[src/rtl/wshbn_line_master.sv]
// Wishbone classic-cycle master that moves one cache line as LINE_WORDS single-word beats.
// Optional ACK watchdog is built when WSHBN_MASTER_TIMEOUT_EN is defined.
module wshbn_line_master #(
  parameter int unsigned ADDR_WIDTH     = 32,
  parameter int unsigned WORD_WIDTH     = 32,
  parameter int unsigned LINE_WORDS     = 4,
  parameter int unsigned TIMEOUT_CYCLES = 255
) (
  input  logic                             CLK_I,
  input  logic                             RST_I,
  input  logic                             req_i,
  input  logic                             we_i,
  input  logic [ADDR_WIDTH-1:0]            addr_i,
  input  logic [LINE_WORDS*WORD_WIDTH-1:0] wline_i,
  output logic [LINE_WORDS*WORD_WIDTH-1:0] rline_o,
  output logic                             busy_o,
  output logic                             done_o,
  output logic                             err_o,
  output logic                             CYC_O,
  output logic                             STB_O,
  output logic                             WE_O,
  output logic [ADDR_WIDTH-1:0]            ADR_O,
  output logic [WORD_WIDTH-1:0]            DAT_O,
  input  logic [WORD_WIDTH-1:0]            DAT_I,
  input  logic                             ACK_I
);

  localparam int unsigned CNT_W  = $clog2(LINE_WORDS);
  localparam int unsigned LINE_W = LINE_WORDS * WORD_WIDTH;
  localparam logic [CNT_W-1:0]      LAST_BEAT  = CNT_W'(LINE_WORDS - 1);
  localparam logic [ADDR_WIDTH-1:0] ALIGN_MASK = ~ADDR_WIDTH'(LINE_WORDS - 1);

  if (LINE_WORDS < 2 || (LINE_WORDS & (LINE_WORDS - 1)) != 0 || TIMEOUT_CYCLES == 0) begin : g_bad_params
    $error("wshbn_line_master: LINE_WORDS must be a power of 2 >= 2 and TIMEOUT_CYCLES nonzero");
  end

  typedef enum logic [1:0] {
    S_IDLE = 2'd0,
    S_XFER = 2'd1,
    S_DONE = 2'd2
  } state_e;

  state_e                  state_q, state_d;
  logic [CNT_W-1:0]        cnt_q, cnt_d;
  logic [ADDR_WIDTH-1:0]   base_q, base_d;
  logic                    we_q, we_d;
  logic [LINE_W-1:0]       wline_q, wline_d;
  logic [LINE_W-1:0]       rline_q, rline_d;
  logic                    cyc_q, cyc_d;
  logic                    stb_q, stb_d;
  logic                    wen_q, wen_d;
  logic [ADDR_WIDTH-1:0]   adr_q, adr_d;
  logic [WORD_WIDTH-1:0]   dat_q, dat_d;
  logic                    busy_q, busy_d;
  logic                    done_q, done_d;
  logic [CNT_W-1:0]        beat;
  logic                    ack_live;

`ifdef WSHBN_MASTER_TIMEOUT_EN
  localparam int unsigned WD_W = $clog2(TIMEOUT_CYCLES + 1);
  logic [WD_W-1:0] wd_q, wd_d;
  logic            err_q, err_d;
`endif

  // The first XFER cycle only sets up the bus, so ACK counts only while STB_O is already out.
  always_comb begin
    state_d  = state_q;
    cnt_d    = cnt_q;
    base_d   = base_q;
    we_d     = we_q;
    wline_d  = wline_q;
    rline_d  = rline_q;
    cyc_d    = 1'b0;
    stb_d    = 1'b0;
    wen_d    = 1'b0;
    adr_d    = adr_q;
    dat_d    = dat_q;
    done_d   = 1'b0;
    beat     = cnt_q;
    ack_live = stb_q & ACK_I;
`ifdef WSHBN_MASTER_TIMEOUT_EN
    wd_d     = '0;
    err_d    = 1'b0;
`endif
    unique case (state_q)
      S_IDLE: begin
        if (req_i) begin
          base_d  = addr_i & ALIGN_MASK;
          we_d    = we_i;
          wline_d = wline_i;
          cnt_d   = '0;
          state_d = S_XFER;
        end
      end
      S_XFER: begin
        cyc_d = 1'b1;
        stb_d = 1'b1;
        wen_d = we_q;
        if (ack_live) begin
          if (!we_q) begin
            rline_d[32'(cnt_q) * WORD_WIDTH +: WORD_WIDTH] = DAT_I;
          end
          if (cnt_q == LAST_BEAT) begin
            state_d = S_DONE;
            cyc_d   = 1'b0;
            stb_d   = 1'b0;
            wen_d   = 1'b0;
            done_d  = 1'b1;
          end else begin
            cnt_d = cnt_q + 1'b1;
            beat  = cnt_d;
          end
        end
`ifdef WSHBN_MASTER_TIMEOUT_EN
        else if (stb_q) begin
          if (wd_q == WD_W'(TIMEOUT_CYCLES - 1)) begin
            state_d = S_DONE;
            cyc_d   = 1'b0;
            stb_d   = 1'b0;
            wen_d   = 1'b0;
            done_d  = 1'b1;
            err_d   = 1'b1;
          end else begin
            wd_d = wd_q + 1'b1;
          end
        end
`endif
        adr_d = base_q + ADDR_WIDTH'(beat);
        dat_d = we_q ? wline_q[32'(beat) * WORD_WIDTH +: WORD_WIDTH] : '0;
      end
      S_DONE: begin
        state_d = S_IDLE;
      end
      default: begin
        state_d = S_IDLE;
      end
    endcase
    busy_d = (state_d != S_IDLE);
  end

  always_ff @(posedge CLK_I or negedge RST_I) begin
    if (!RST_I) begin
      state_q <= S_IDLE;
      cnt_q   <= '0;
      base_q  <= '0;
      we_q    <= 1'b0;
      wline_q <= '0;
      rline_q <= '0;
      cyc_q   <= 1'b0;
      stb_q   <= 1'b0;
      wen_q   <= 1'b0;
      adr_q   <= '0;
      dat_q   <= '0;
      busy_q  <= 1'b0;
      done_q  <= 1'b0;
`ifdef WSHBN_MASTER_TIMEOUT_EN
      wd_q    <= '0;
      err_q   <= 1'b0;
`endif
    end else begin
      state_q <= state_d;
      cnt_q   <= cnt_d;
      base_q  <= base_d;
      we_q    <= we_d;
      wline_q <= wline_d;
      rline_q <= rline_d;
      cyc_q   <= cyc_d;
      stb_q   <= stb_d;
      wen_q   <= wen_d;
      adr_q   <= adr_d;
      dat_q   <= dat_d;
      busy_q  <= busy_d;
      done_q  <= done_d;
`ifdef WSHBN_MASTER_TIMEOUT_EN
      wd_q    <= wd_d;
      err_q   <= err_d;
`endif
    end
  end

  assign rline_o = rline_q;
  assign busy_o  = busy_q;
  assign done_o  = done_q;
  assign CYC_O   = cyc_q;
  assign STB_O   = stb_q;
  assign WE_O    = wen_q;
  assign ADR_O   = adr_q;
  assign DAT_O   = dat_q;
`ifdef WSHBN_MASTER_TIMEOUT_EN
  assign err_o   = err_q;
`else
  assign err_o   = 1'b0;
`endif

endmodule

[config.mk]
export PLATFORM = sky130hd
export DESIGN_NAME = wshbn_line_master
export DESIGN_NICKNAME = d
export VERILOG_FILES = /design/src/rtl/wshbn_line_master.sv
export SDC_FILE = /design/constraint.sdc
export NUM_CORES = 1
export LEC_CHECK = 0
export CAP_MARGIN = 30
export CORE_AREA = 2 2 210 212
export CTS_CLUSTER_DIAMETER = 150
export DETAILED_ROUTE_END_ITERATION = 12
export DIE_AREA = 0 0 212 214
export HOLD_SLACK_MARGIN = 0.12
export PLACE_DENSITY = 0.67
export SETUP_SLACK_MARGIN = 0.1
export SLEW_MARGIN = 20
export SYNTH_ARGS = -nofsm -noshare
export SYNTH_HDL_FRONTEND = slang
export SYNTH_SLANG_ARGS = --single-unit
export TNS_END_PERCENT = 20
[constraint.sdc]
create_clock -name CLK_I -period 2.1 [get_ports CLK_I]
set_input_delay 0.21 -clock CLK_I [delete_from_list [all_inputs] [get_ports CLK_I]]
set_output_delay 0.21 -clock CLK_I [all_outputs]
set_load 0.02 [all_outputs]
Word level (Yosys, flattened, before mapping)
Cells that the tools add are included.
- output and inout bits: 198
- logic and storage cells: 49
- input bits: 197
- flip-flop bits (word level): 359
- shifts and indexed selects: 3
- add/subtract/negate cells: 3
- equal/unequal tests: 3
- multiplexer cells: 20
- bitwise operators: 2
- reductions and logical operators: 6
- operators with widths (kind ; count):
    128-bit bitwise mux ; 1
    32-bit by 34-bit variable shift with 128-bit output, first input constant ; 1
    128-bit by 8-bit indexed part select with 32-bit output ; 1
    32-bit by 34-bit indexed part select with 128-bit output ; 1
    7-bit negation with 34-bit output ; 1
    32-bit by 2-bit adder with 32-bit output ; 1
    32-bit 2-to-1 mux ; 1
    2-bit 2-to-1 mux ; 7
    1-bit 2-to-1 mux ; 9
    2-bit one-hot mux with 2 select lines ; 2
    2-bit AND reduction ; 2
    2-bit nonzero test ; 2
    3-bit AND reduction ; 1
    2-bit by 1-bit adder with 2-bit output, second input constant ; 1
    2-bit by 1-bit == test with 1-bit output, second input constant ; 1
    2-bit == test, second input constant ; 1
    2-bit zero test ; 1
    2-bit != test, second input constant ; 1
    1-bit AND ; 1
    1-bit NOT ; 1

Logic depth before layout (Yosys ltp)
Gate-level depths: netlist (run 1).
- depth in word-level cells: 6
- depth in mapped cells: 8
- mapped depth without buffers: 6

Worst setup path after synthesis (run 1)
Ideal clock, no wire load.
- path type: reg-to-reg
- start point: register cnt_q[0]
- end point: register rline_q[66], in the netlist rline_o[66]
- library setup time: 0.083 ns
- data required time: 2.017 ns
- buffers on the path: 1
- stages on the path, launching flop included: 7
- data arrival time: 1.768 ns
- clock period less this slack: 1.850 ns
- path slack: 0.250 ns
- path through: dfrtp_1 > inv_1 > ha_1 > nor3b_1 > clkbuf_1 > nand3_1 > o21ai_0
- word-level cells in the longest chain between the ends: 3
- elaborated cells between the ends (all ways): 4
- those cells by class: add/sub (1); shift (2); mux (1)
- ends and longest elaborated chain (what ; RTL line ; text):
    start, declared ; 44 ; logic [CNT_W-1:0] cnt_q, cnt_d;
    start signal, assigned ; 162 ; cnt_q <= cnt_d;
    7-bit negation with 34-bit output (*) ; 101 ; rline_d[32'(cnt_q) * WORD_WIDTH +: WORD_WIDTH] = DAT_I;
    32-bit by 34-bit indexed part select with 128-bit output or 32-bit by 34-bit variable shift with 128-bit output (tied branches) ; 101 ;
    128-bit bitwise mux (*) ; 101 ;
    end signal, assigned ; 166 ; rline_q <= rline_d;
    end, declared ; 48 ; logic [LINE_W-1:0] rline_q, rline_d;
Mark *: on every way between the ends. The rest lies on a longest branch, timed or not.
A chain may end at the register's enable or synchronous reset.

Worst setup path in the final report (run 1)
- start point: register stb_q, in the netlist STB_O
- end point: register dat_q[29], in the netlist DAT_O[29]
- word-level cells in the longest chain between the ends: 5
- ends and longest elaborated chain (what ; RTL line ; text):
    start, declared ; 50 ; logic stb_q, stb_d;
    start signal, assigned ; 168 ; stb_q <= stb_d;
    1-bit AND ; 80 ; ack_live = stb_q & ACK_I;
    2-bit 2-to-1 mux ; 99 ; if (ack_live) begin
    2-bit 2-to-1 mux ; 85 ; unique case (state_q)
    128-bit by 8-bit indexed part select with 32-bit output ; 129 ; dat_d = we_q ? wline_q[32'(beat) * WORD_WIDTH +: WORD_WIDTH] : '0;
    32-bit 2-to-1 mux ; 129 ;
    end signal, assigned ; 171 ; dat_q <= dat_d;
    end, declared ; 53 ; logic [WORD_WIDTH-1:0] dat_q, dat_d;
Every way passes these cells. The select of a mux whose other input is x is not followed.

==> flow_metrics.env, run 1 <==
export IMPL_crit_path_end_kind="flop"
export IMPL_clock_tree_from_tritoncts="built"
export IMPL_global_route_overflow_total=0
export IMPL_vdd_ir_drop_max_uv=723
export IMPL_postSynth_topFlopCell="dfrtp_1"
export IMPL_place_gp_congestion=0.823
export IMPL_timing_critical_path_required_ns=2.53
export IMPL_maximum_number_of_pins_on_one_net_before_global_route_repair=70
export IMPL_first_iter_violations=839
export IMPL_post_route_worst_setup_slack_ns=0.236
export IMPL_clock_path_buffers=3
export IMPL_initial_utilization=0.350
export IMPL_synth_edf_count=0
export IMPL_worst_path_max_fanout=25
export IMPL_slew_limit_headroom=0.623
export IMPL_wire_length_of_the_first_global_routing_pass_mm=72.0
export IMPL_fin_total_pwr_mw=34.3
export IMPL_port_buffers=391
export IMPL_wl_per_cell_um=19.5
export IMPL_swShare=0.365
export IMPL_fin_worst_skew_ns=0.0165
export IMPL_max_stage_delay_ns=0.42
export IMPL_critPathArrivalTime_ns=2.30
export IMPL_finalCriticalPeriod_ns=1.86
export IMPL_drt_pass1_iterations=5
export IMPL_dp_hpwl_mm=31.6
export IMPL_antenna_violating_nets_post_route=0
export IMPL_timing_max_cap_violations=0
export IMPL_synth_warning_count=0
export IMPL_yosys_area_top_type="dfrtp_1"
export IMPL_number_of_antenna_violations_at_the_first_check_in_global_routing=12
export IMPL_power_net_switching_mw=12.5
export IMPL_core_um2=42900
export IMPL_synthTopCellsByCount="dfrtp_1, nand3_1, o21ai_0"
export IMPL_power_leakage_nw=9.20
export IMPL_critical_path_slowest_cell="dfrtp_2"
export IMPL_dp_worst_setup_slack_ns=0.128
export IMPL_avgViaCountPerCell=5.03
export IMPL_critical_path_buf_inv_count=2
export IMPL_clock_tree_htree_level_count=2
export IMPL_area_of_the_die_um2=45400
export IMPL_die_h_um=214
export IMPL_synth_cell_types=33
export IMPL_rsz0062_at_grt="no"
export IMPL_cts_buf_count=40
export IMPL_power_density_nw_per_um2=1600
export IMPL_clkPwrFrac=0.219
export IMPL_dieWidth_um=212
export IMPL_ioPinCount=395
export IMPL_combinationalPowerShare=0.427
export IMPL_remaining_drc_errors=0
export IMPL_critical_path_class="reg2reg"
export IMPL_path_delay_family="compound AO/OA/AOI/OAI gates"
export IMPL_setup_tns_final_ns=0
export IMPL_grt_pass1_vias=12500
export IMPL_post_route_period_util=0.888
export IMPL_worst_slew_pin_slew_ns=0.565
export IMPL_path_cells="buf_4 > and2_1 > o2111ai_4 > buf_12 > a21oi_1 > a211o_1"
export IMPL_clk_pin_slew_ns=0.06
export IMPL_drive_above_1_share=0.165
export IMPL_slew_viol_final=0
export IMPL_vias=11900
export IMPL_asyncSetResetFlopFracSynth=1.00
export IMPL_sequential_power_share=0.354
export IMPL_timing_final_setup_violations=0
export IMPL_yosys_cell_count_top_type="dfrtp_1"
export IMPL_synth_seq_cells=359
export IMPL_synth_area_per_cell_um2=11.0
export IMPL_worst_skew_pair_late_latency_ns=0.55
export IMPL_top_cell_type_s_share_of_synthesized_area=0.599
export IMPL_detail_route_wirelength_mm=46.2
export IMPL_clock_sinks=359
export IMPL_max_clock_freq_ghz=0.537
export IMPL_status="finished, final reports clean"
export IMPL_syn_nets=1572
export IMPL_num_rows=76
export IMPL_area_growth_synth_to_final_pct=42.5
export IMPL_power_report_internal_total_mw=21.8
export IMPL_groute_usage_overall=0.204
export IMPL_synthesis_area_um2=15000
export IMPL_cts_root_buf="clkbuf_16"
export IMPL_synth_sequential_area_ratio=0.599
export IMPL_setup_worst_path_start_class="flop"
export IMPL_design_final_nets=1952
export IMPL_syn_instance_count=1368
export IMPL_timing_hold_worst_class="in2async"
export IMPL_synthTopCellsByArea="dfrtp_1, mux2_2, nand3_1"
export IMPL_final_hold_violation_count=0
-- cell type report --
type,instances,area (µm²)
fill,3820,21500
sequential,359,8990
multi-input combinational,773,5110
timing repair buffer,441,4610
clock buffer,58,1180
tap,585,732
inverter,133,499
clock inverter,13,236
antenna,6,15.0
-- registers in the layout, indices dropped and copies added, names as in the netlist, 2 cells and up --
| register | flops |
|---|---|
| rline_o | 128 |
| wline_q | 128 |
| ADR_O | 32 |
| DAT_O | 32 |
| base_q | 30 |
| cnt_q | 2 |
| state_q | 2 |
-- kinds of logic after synthesis --
kind of cell | Yosys count | synth area share
adder cells (fa/ha/maj) | 7 | 0.00584
flip-flops | 359 | 0.599
AND/OR/NAND/NOR | 308 | 0.101
AO/OA/AOI/OAI | 298 | 0.109
other | 1 | 0.000250
buffers and inverters | 236 | 0.0650
multiplexers | 159 | 0.119
-- routing by layer --
| metal | vias to the layer above | GRT usage | wire length [µm] |
|---|---|---|---|
| met5 | - | 0 | 78 |
| met4 | 12 | 0.0817 | 1600 |
| met3 | 94 | 0.0770 | 4570 |
| met2 | 444 | 0.338 | 22200 |
| met1 | 5930 | 0.237 | 17700 |
| li1 | 5424 | - | - |
-- per-stage QoR --
stage                     utilization  instances  instance area, µm²  hold slack, ns
after floorplan                     -       1368               15000         -0.0856
after global placement          0.464       2289               19900           0.188
after detailed placement        0.464       2289               19900           0.189
after CTS                       0.498       2362               21300           0.178
after global routing            0.498       2366               21400           0.214
final                           0.498       2368               21400           0.202
-- layout by cell type, fill, tap and decap left out, types with 11 or more instances in the layout --
cell	instances
inv_1	133
mux2_2	159
buf_12	25
clkdlybuf4s50_1	390
nand2_1	93
buf_4	24
a211o_1	32
a21oi_1	65
clkbuf_8	11
o21ai_1	21
nand3_1	193
dfrtp_1	357
o21ai_0	174
clkbuf_16	40
-- repair_timing --
action | in CTS | in global routing
hold buffers | 1 | 0
setup buffers | 1 | 0
endpoints found under the setup margin | 2 | 16
resized for setup | 1 | 2
endpoints found under the hold margin | 354 | 0
-- path summary, 6_finish.rpt --
| path | from | to | slack [ns] | depth (start not counted) |
|---|---|---|---|---|
| min in group CLK_I | wline_i[14] | wline_q[14] | 0.26 | 2 |
| min reg2reg | base_q[6] | ADR_O[6] | 0.46 | 2 |
| max in group asynchronous | RST_I | wline_q[97] | 1.13 | 3 |
| min | RST_I | rline_o[7] | 0.20 | 2 |
| max | STB_O | DAT_O[29] | 0.24 | 6 |
| max reg2reg | STB_O | DAT_O[29] | 0.24 | 6 |
-- power by group through the flow --
stage | Clock [mW] | Sequential (mW) | Combinational, mW
2_1_floorplan | 0 | 13.8 | 6.11
3_3_place_gp | 0 | 12.1 | 14.4
3_5_place_dp | 0 | 12.2 | 14.7
4_1_cts | 7.71 | 12.1 | 14.8
5_1_grt | 7.99 | 12.5 | 15.9
6_report | 7.52 | 12.1 | 14.6
(Power assumes the default switching activity.)
==> run 2: changes to the inputs <==
Settings changed: CORE_AREA 2 2 210 212 to 2 2 178 180, DIE_AREA 0 0 212 214 to 0 0 180 182, PLACE_DENSITY 0.67 to 0.86.
==> run 2 against run 1 <==
  * First-iteration DRC count grew 18%
  * Core utilization grew 18 points
  * Non-clock buffer count shrank 5
  * Critical endpoint is now rline_o[54]
  * Largest power group unchanged
  * Critical path type unchanged
  * Clock power shrank 10%
  * Fmax shrank 2.5%
  * Global-route usage grew 7.6 points
  * Worst setup slack lost 0.048 ns
  * Largest cell class unchanged
  * Via count grew 3.2%
==> flow_metrics.env, run 2 (same netlist as run 1, synthesis figures left out) <==
export IMPL_global_route_overflow_total=0
export IMPL_multi_input_area_um2=5100
export IMPL_antenna_violating_nets_post_route=0
export IMPL_worst_path_max_fanout=32
export IMPL_clock_tree_htree_level_count=2
export IMPL_vias=12300
export IMPL_seq_area_um2=8980
export IMPL_max_stage_delay_ns=0.46
export IMPL_groute_usage_overall=0.280
export IMPL_crit_path_end_kind="flop"
export IMPL_cts_root_buf="clkbuf_16"
export IMPL_clock_tree_from_tritoncts="built"
export IMPL_power_density_nw_per_um2=1610
export IMPL_remaining_drc_errors=0
export IMPL_vdd_ir_drop_max_uv=1060
export IMPL_wire_length_of_the_first_global_routing_pass_mm=72.4
export IMPL_area_of_the_die_um2=32800
export IMPL_slew_viol_final=0
export IMPL_layout_filler_cells=2103
export IMPL_fin_total_pwr_mw=33.8
export IMPL_finalCriticalPeriod_ns=1.91
export IMPL_setup_reg_to_reg_worst_slack_ns=0.19
export IMPL_power_leakage_nw=9.10
export IMPL_drive_above_1_share=0.161
export IMPL_cts_post_setup_buffers_inserted=0
export IMPL_critical_path_slowest_cell="dfrtp_1"
export IMPL_first_iter_violations=990
export IMPL_timing_final_setup_violations=0
export IMPL_status="finished, final reports clean"
export IMPL_worst_r2r_startpoint="cnt_q[0]"
export IMPL_final_hold_violation_count=0
export IMPL_dp_cells=2101
export IMPL_setup_tns_final_ns=0
export IMPL_worst_skew_pair_late_latency_ns=0.54
export IMPL_clock_path_buffers=3
export IMPL_post_route_period_util=0.910
export IMPL_max_clock_freq_ghz=0.523
export IMPL_place_gp_congestion=0.878
export IMPL_worst_slew_pin_slew_ns=0.594
export IMPL_rsz0062_at_grt="yes"
export IMPL_detailed_place_area_um2=19700
export IMPL_dieWidth_um=180
export IMPL_maximum_number_of_pins_on_one_net_before_global_route_repair=75
export IMPL_r2r_worst_path_cells=7
export IMPL_finalHoldWorstSlack_ns=0.233
export IMPL_avgViaCountPerCell=5.63
export IMPL_ioPinCount=395
export IMPL_timing_hold_worst_class="in2async"
export IMPL_stdcell_count=2180
export IMPL_wl_per_cell_um=21.3
export IMPL_grt_pass1_vias=12900
export IMPL_dp_worst_setup_slack_ns=0.0322
export IMPL_fin_worst_skew_ns=0.0315
export IMPL_num_rows=65
export IMPL_slew_limit_headroom=0.604
export IMPL_clock_sinks=359
export IMPL_initial_utilization=0.484
export IMPL_core_um2=31000
export IMPL_fin_util=0.676
export IMPL_timing_max_cap_violations=0
export IMPL_detail_route_wirelength_mm=46.5
export IMPL_design_final_nets=1946
export IMPL_final_common_cell="clkdlybuf4s50_1"
export IMPL_drt_pass1_iterations=5
export IMPL_die_h_um=182
export IMPL_critical_path_class="reg2reg"
export IMPL_port_buffers=391
export IMPL_post_route_worst_setup_slack_ns=0.188
export IMPL_cts_buf_count=39
export IMPL_dp_hpwl_mm=30.6
export IMPL_clk_pin_slew_ns=0.06
export IMPL_setup_worst_path_start_class="flop"
export IMPL_number_of_antenna_violations_at_the_first_check_in_global_routing=11
export IMPL_path_cells="inv_1 > buf_4 > ha_1 > nor3b_2 > buf_12 > nand3_1 > o21ai_0"
export IMPL_final_cell_mix="clkdlybuf4s50_1, dfrtp_1, nand3_1"
export IMPL_timing_critical_path_required_ns=2.52
export IMPL_critPathArrivalTime_ns=2.34
export IMPL_worst_r2r_endpoint="rline_o[54]"
export IMPL_finalInstanceArea_um2=21000
export IMPL_area_growth_synth_to_final_pct=39.8
## run 2: changes by cell type in the layout (fill, tap and decap cells not counted), sizes merged
| cell | before | now |
|---|---|---|
| buf | 50 | 44 |
| bufinv | 6 | 3 |
| clkbuf | 58 | 53 |
| clkinv | 5 | 9 |
| clkinvlp | 1 | 2 |
| diode | 6 | 7 |
| inv | 134 | 137 |
## run 2: per-layer routing
| metal | vias up | track usage | wire length (µm) |
|---|---|---|---|
| li1 | 5410 | - | - |
| met1 | 6032 | 0.324 | 16700 |
| met2 | 694 | 0.474 | 22600 |
| met3 | 137 | 0.0854 | 4950 |
| met4 | 6 | 0.137 | 2170 |
| met5 | - | 0 | 39 |
## run 2: report_power, final
part / leakage (nW) / switching [mW] / internal (mW) / total [mW]
Sequential: 4.43 / 2.03 / 10.2 / 12.3
Combinational: 4.06 / 7.87 / 6.85 / 14.7
Clock: 0.618 / 2.81 / 3.96 / 6.77
Total: 9.10 / 12.7 / 21.1 / 33.8
## run 2: how the worst max path moves through the flow
| stage | endpoint | cells past startpoint | from |
|---|---|---|---|
| 6_report | rline_o[54] | 7 | cnt_q[0] |
| 5_1_grt | rline_o[54] | 7 | cnt_q[0] |
| 4_1_cts | DAT_O[9] | 7 | cnt_q[1] |
| 3_5_place_dp | rline_o[90] | 7 | ACK_I |
| 3_3_place_gp | DAT_O[10] | 6 | ACK_I |
| 2_1_floorplan | rline_o[66] | 6 | cnt_q[0] |
## run 2: layout make-up
type / count / share of cell area
clock inverters: 18 / 0.00896
flip-flops and latches: 359 / 0.429
multi-input cells: 773 / 0.243
clock buffers: 52 / 0.0508
diodes: 7 / 0.000836
inverters: 133 / 0.0238
well taps: 402 / 0.0240
repair buffers: 436 / 0.220
## run 2: critical path: cells and delay by family, from the launching register on
kind                     cells  cell delay [ns]
adder cells (fa/ha/maj)      1             0.35
AND/OR/NAND/NOR              2             0.37
buffers and inverters        3             0.49
flip-flops                   1             0.46
AO/OA/AOI/OAI                1             0.11
## run 2: what timing repair did
action | CTS | global route
setup endpoints to repair | 2 | 20
hold endpoints to repair | 284 | 0
cloned | 0 | 1
hold buffers | 1 | 0
resized for setup | 1 | 1
==> run 3: changes to the inputs <==
Settings changed: CELL_PAD_IN_SITES_DETAIL_PLACEMENT from default to 1, CELL_PAD_IN_SITES_GLOBAL_PLACEMENT from default to 1, CORE_AREA 2 2 178 180 to 2 2 202 204, DIE_AREA 0 0 180 182 to 0 0 204 206, SETUP_SLACK_MARGIN 0.1 to 0.2, SLEW_MARGIN 20 to default.
==> run 3 against run 2 <==
  * Sequential power hardly changed
  * Sequential share of layout area is 1.4 points lower
  * Fmax is 0.12% lower
  * Core utilization is 14 points lower
  * Die area is 28% higher
  * Via count is 2.9% higher
==> flow_metrics.env, run 3 (same netlist as run 1, synthesis figures left out) <==
export IMPL_status="finished, final reports clean"
export IMPL_drt_pass1_iterations=5
export IMPL_max_stage_delay_ns=0.40
export IMPL_finalCriticalPeriod_ns=1.91
export IMPL_vias=12600
export IMPL_detailed_place_area_um2=20000
export IMPL_combinationalPowerShare=0.452
export IMPL_setup_tns_final_ns=0
export IMPL_post_route_worst_setup_slack_ns=0.186
export IMPL_wire_length_of_the_first_global_routing_pass_mm=82.9
export IMPL_worst_skew_pair_late_latency_ns=0.57
export IMPL_max_clock_freq_ghz=0.522
export IMPL_final_common_cell="clkdlybuf4s50_1"
export IMPL_critPathArrivalTime_ns=2.38
export IMPL_path_cells="buf_4 > buf_4 > ha_1 > inv_1 > nor4_4 > buf_4 > bufbuf_16 > nand3_1 > o21ai_0"
export IMPL_clock_tree_from_tritoncts="built"
export IMPL_stdcell_count=2354
export IMPL_fin_worst_skew_ns=0.0186
export IMPL_wl_per_cell_um=23.8
export IMPL_cts_root_buf="clkbuf_16"
export IMPL_slew_viol_final=0
export IMPL_first_iter_violations=650
export IMPL_ioPinCount=395
export IMPL_critical_path_slowest_cell="dfrtp_2"
export IMPL_antenna_violating_nets_post_route=0
export IMPL_global_route_overflow_total=0
export IMPL_crit_path_end_kind="flop"
export IMPL_place_gp_congestion=0.838
export IMPL_clk_pin_slew_ns=0.06
export IMPL_dp_worst_setup_slack_ns=-0.109
export IMPL_power_net_switching_mw=13.7
export IMPL_grt_pass1_vias=13900
export IMPL_rsz0062_at_grt="yes"
export IMPL_slew_limit_headroom=0.566
export IMPL_final_hold_violation_count=0
export IMPL_num_rows=74
export IMPL_clkPwrFrac=0.200
export IMPL_final_cell_mix="clkdlybuf4s50_1, dfrtp_1, nand3_1"
export IMPL_power_report_internal_total_mw=21.8
export IMPL_design_final_nets=1990
export IMPL_drive_above_1_share=0.181
export IMPL_clock_tree_htree_level_count=2
export IMPL_timing_hold_worst_class="in2async"
export IMPL_area_of_the_die_um2=42000
export IMPL_worst_slew_pin_slew_ns=0.650
export IMPL_timing_final_setup_violations=0
export IMPL_dp_hpwl_mm=35.9
export IMPL_avgViaCountPerCell=5.37
export IMPL_remaining_drc_errors=0
export IMPL_timing_critical_path_required_ns=2.57
export IMPL_vdd_ir_drop_max_uv=835
export IMPL_cts_buf_count=41
export IMPL_critical_path_class="reg2reg"
export IMPL_finalInstanceArea_um2=21700
export IMPL_path_delay_family="buffers and inverters"
export IMPL_power_leakage_nw=9.38
export IMPL_worst_path_max_fanout=29
export IMPL_dieWidth_um=204
export IMPL_area_growth_synth_to_final_pct=44.5
export IMPL_clock_sinks=359
export IMPL_setup_worst_path_start_class="flop"
export IMPL_die_h_um=206
export IMPL_detail_route_wirelength_mm=56.0
export IMPL_critical_path_buf_inv_count=5
export IMPL_timing_max_cap_violations=0
export IMPL_layout_filler_cells=4199
export IMPL_port_buffers=391
export IMPL_groute_usage_overall=0.259
export IMPL_power_density_nw_per_um2=1640
export IMPL_maximum_number_of_pins_on_one_net_before_global_route_repair=71
export IMPL_initial_utilization=0.373
export IMPL_post_route_period_util=0.911
export IMPL_clock_path_buffers=3
export IMPL_sequential_power_share=0.348
export IMPL_core_um2=40200
export IMPL_fin_util=0.539
export IMPL_number_of_antenna_violations_at_the_first_check_in_global_routing=17
export IMPL_swShare=0.385
export IMPL_critical_path_top_cell_by_count="buf_4"
export IMPL_dp_cells=2249
[run 3: final cells by class]
type / count / area, µm² / area share
sequential: 359 / 8990 / 0.415
multi-input combinational: 774 / 5150 / 0.237
timing repair buffer: 477 / 5050 / 0.233
tap: 532 / 666 / 0.0307
clock buffer: 58 / 1150 / 0.0531
antenna: 12 / 30.0 / 0.00139
clock inverter: 9 / 145 / 0.00670
inverter: 133 / 499 / 0.0230
[run 3: final timing paths]
path                              from     endpoint  slack (ns)  depth (start not counted)
setup / recovery              cnt_q[0]  rline_o[55]        0.19                          9
hold / removal                   RST_I  rline_o[30]        0.20                          2
setup reg to reg              cnt_q[0]  rline_o[55]        0.19                          9
hold reg to reg             base_q[28]    ADR_O[28]        0.47                          2
max in group asynchronous        RST_I    DAT_O[26]        1.06                          3
min in group CLK_I         wline_i[81]  wline_q[81]        0.25                          2
[run 3: power groups by stage]
stage	combinational (mW)	sequential, mW	clock (mW)
finish	16.1	12.4	7.09
global route	17.2	12.7	7.50
CTS	15.8	12.3	7.26
detailed placement	15.2	12.3	0
global placement	14.5	12.1	0
floorplan	6.11	13.8	0
[run 3: through the flow]
step                total power [mW]  hold slack, ns
global route                    37.4           0.215
floorplan                       19.9         -0.0856
detailed placement              27.5           0.194
finish                          35.5           0.198
CTS                             35.4           0.191
global placement                26.6           0.188
[run 3: routing by layer]
layer | track usage | vias to the layer above | wire, µm
li1 | - | 5517 | -
met2 | 0.451 | 524 | 28300
met1 | 0.288 | 6442 | 20500
met5 | 0 | - | 72
met4 | 0.125 | 10 | 2370
met3 | 0.0817 | 146 | 4720
[run 3: worst register-to-register path, cell delays in order, from the launching register on]
cell	delay (ns)
dfrtp_2	0.40
buf_4	0.12
buf_4	0.15
ha_1	0.16
inv_1	0.06
nor4_4	0.21
buf_4	0.17
bufbuf_16	0.33
nand3_1	0.11
o21ai_0	0.11
[run 3: timing repair]
action | CTS | global route
setup endpoints to repair | 147 | 90
pin swaps | 3 | 2
resized for setup | 11 | 16
hold endpoints to repair | 329 | 0
hold buffers | 1 | 0
cloned | 3 | 5
buffers inserted | 11 | 6
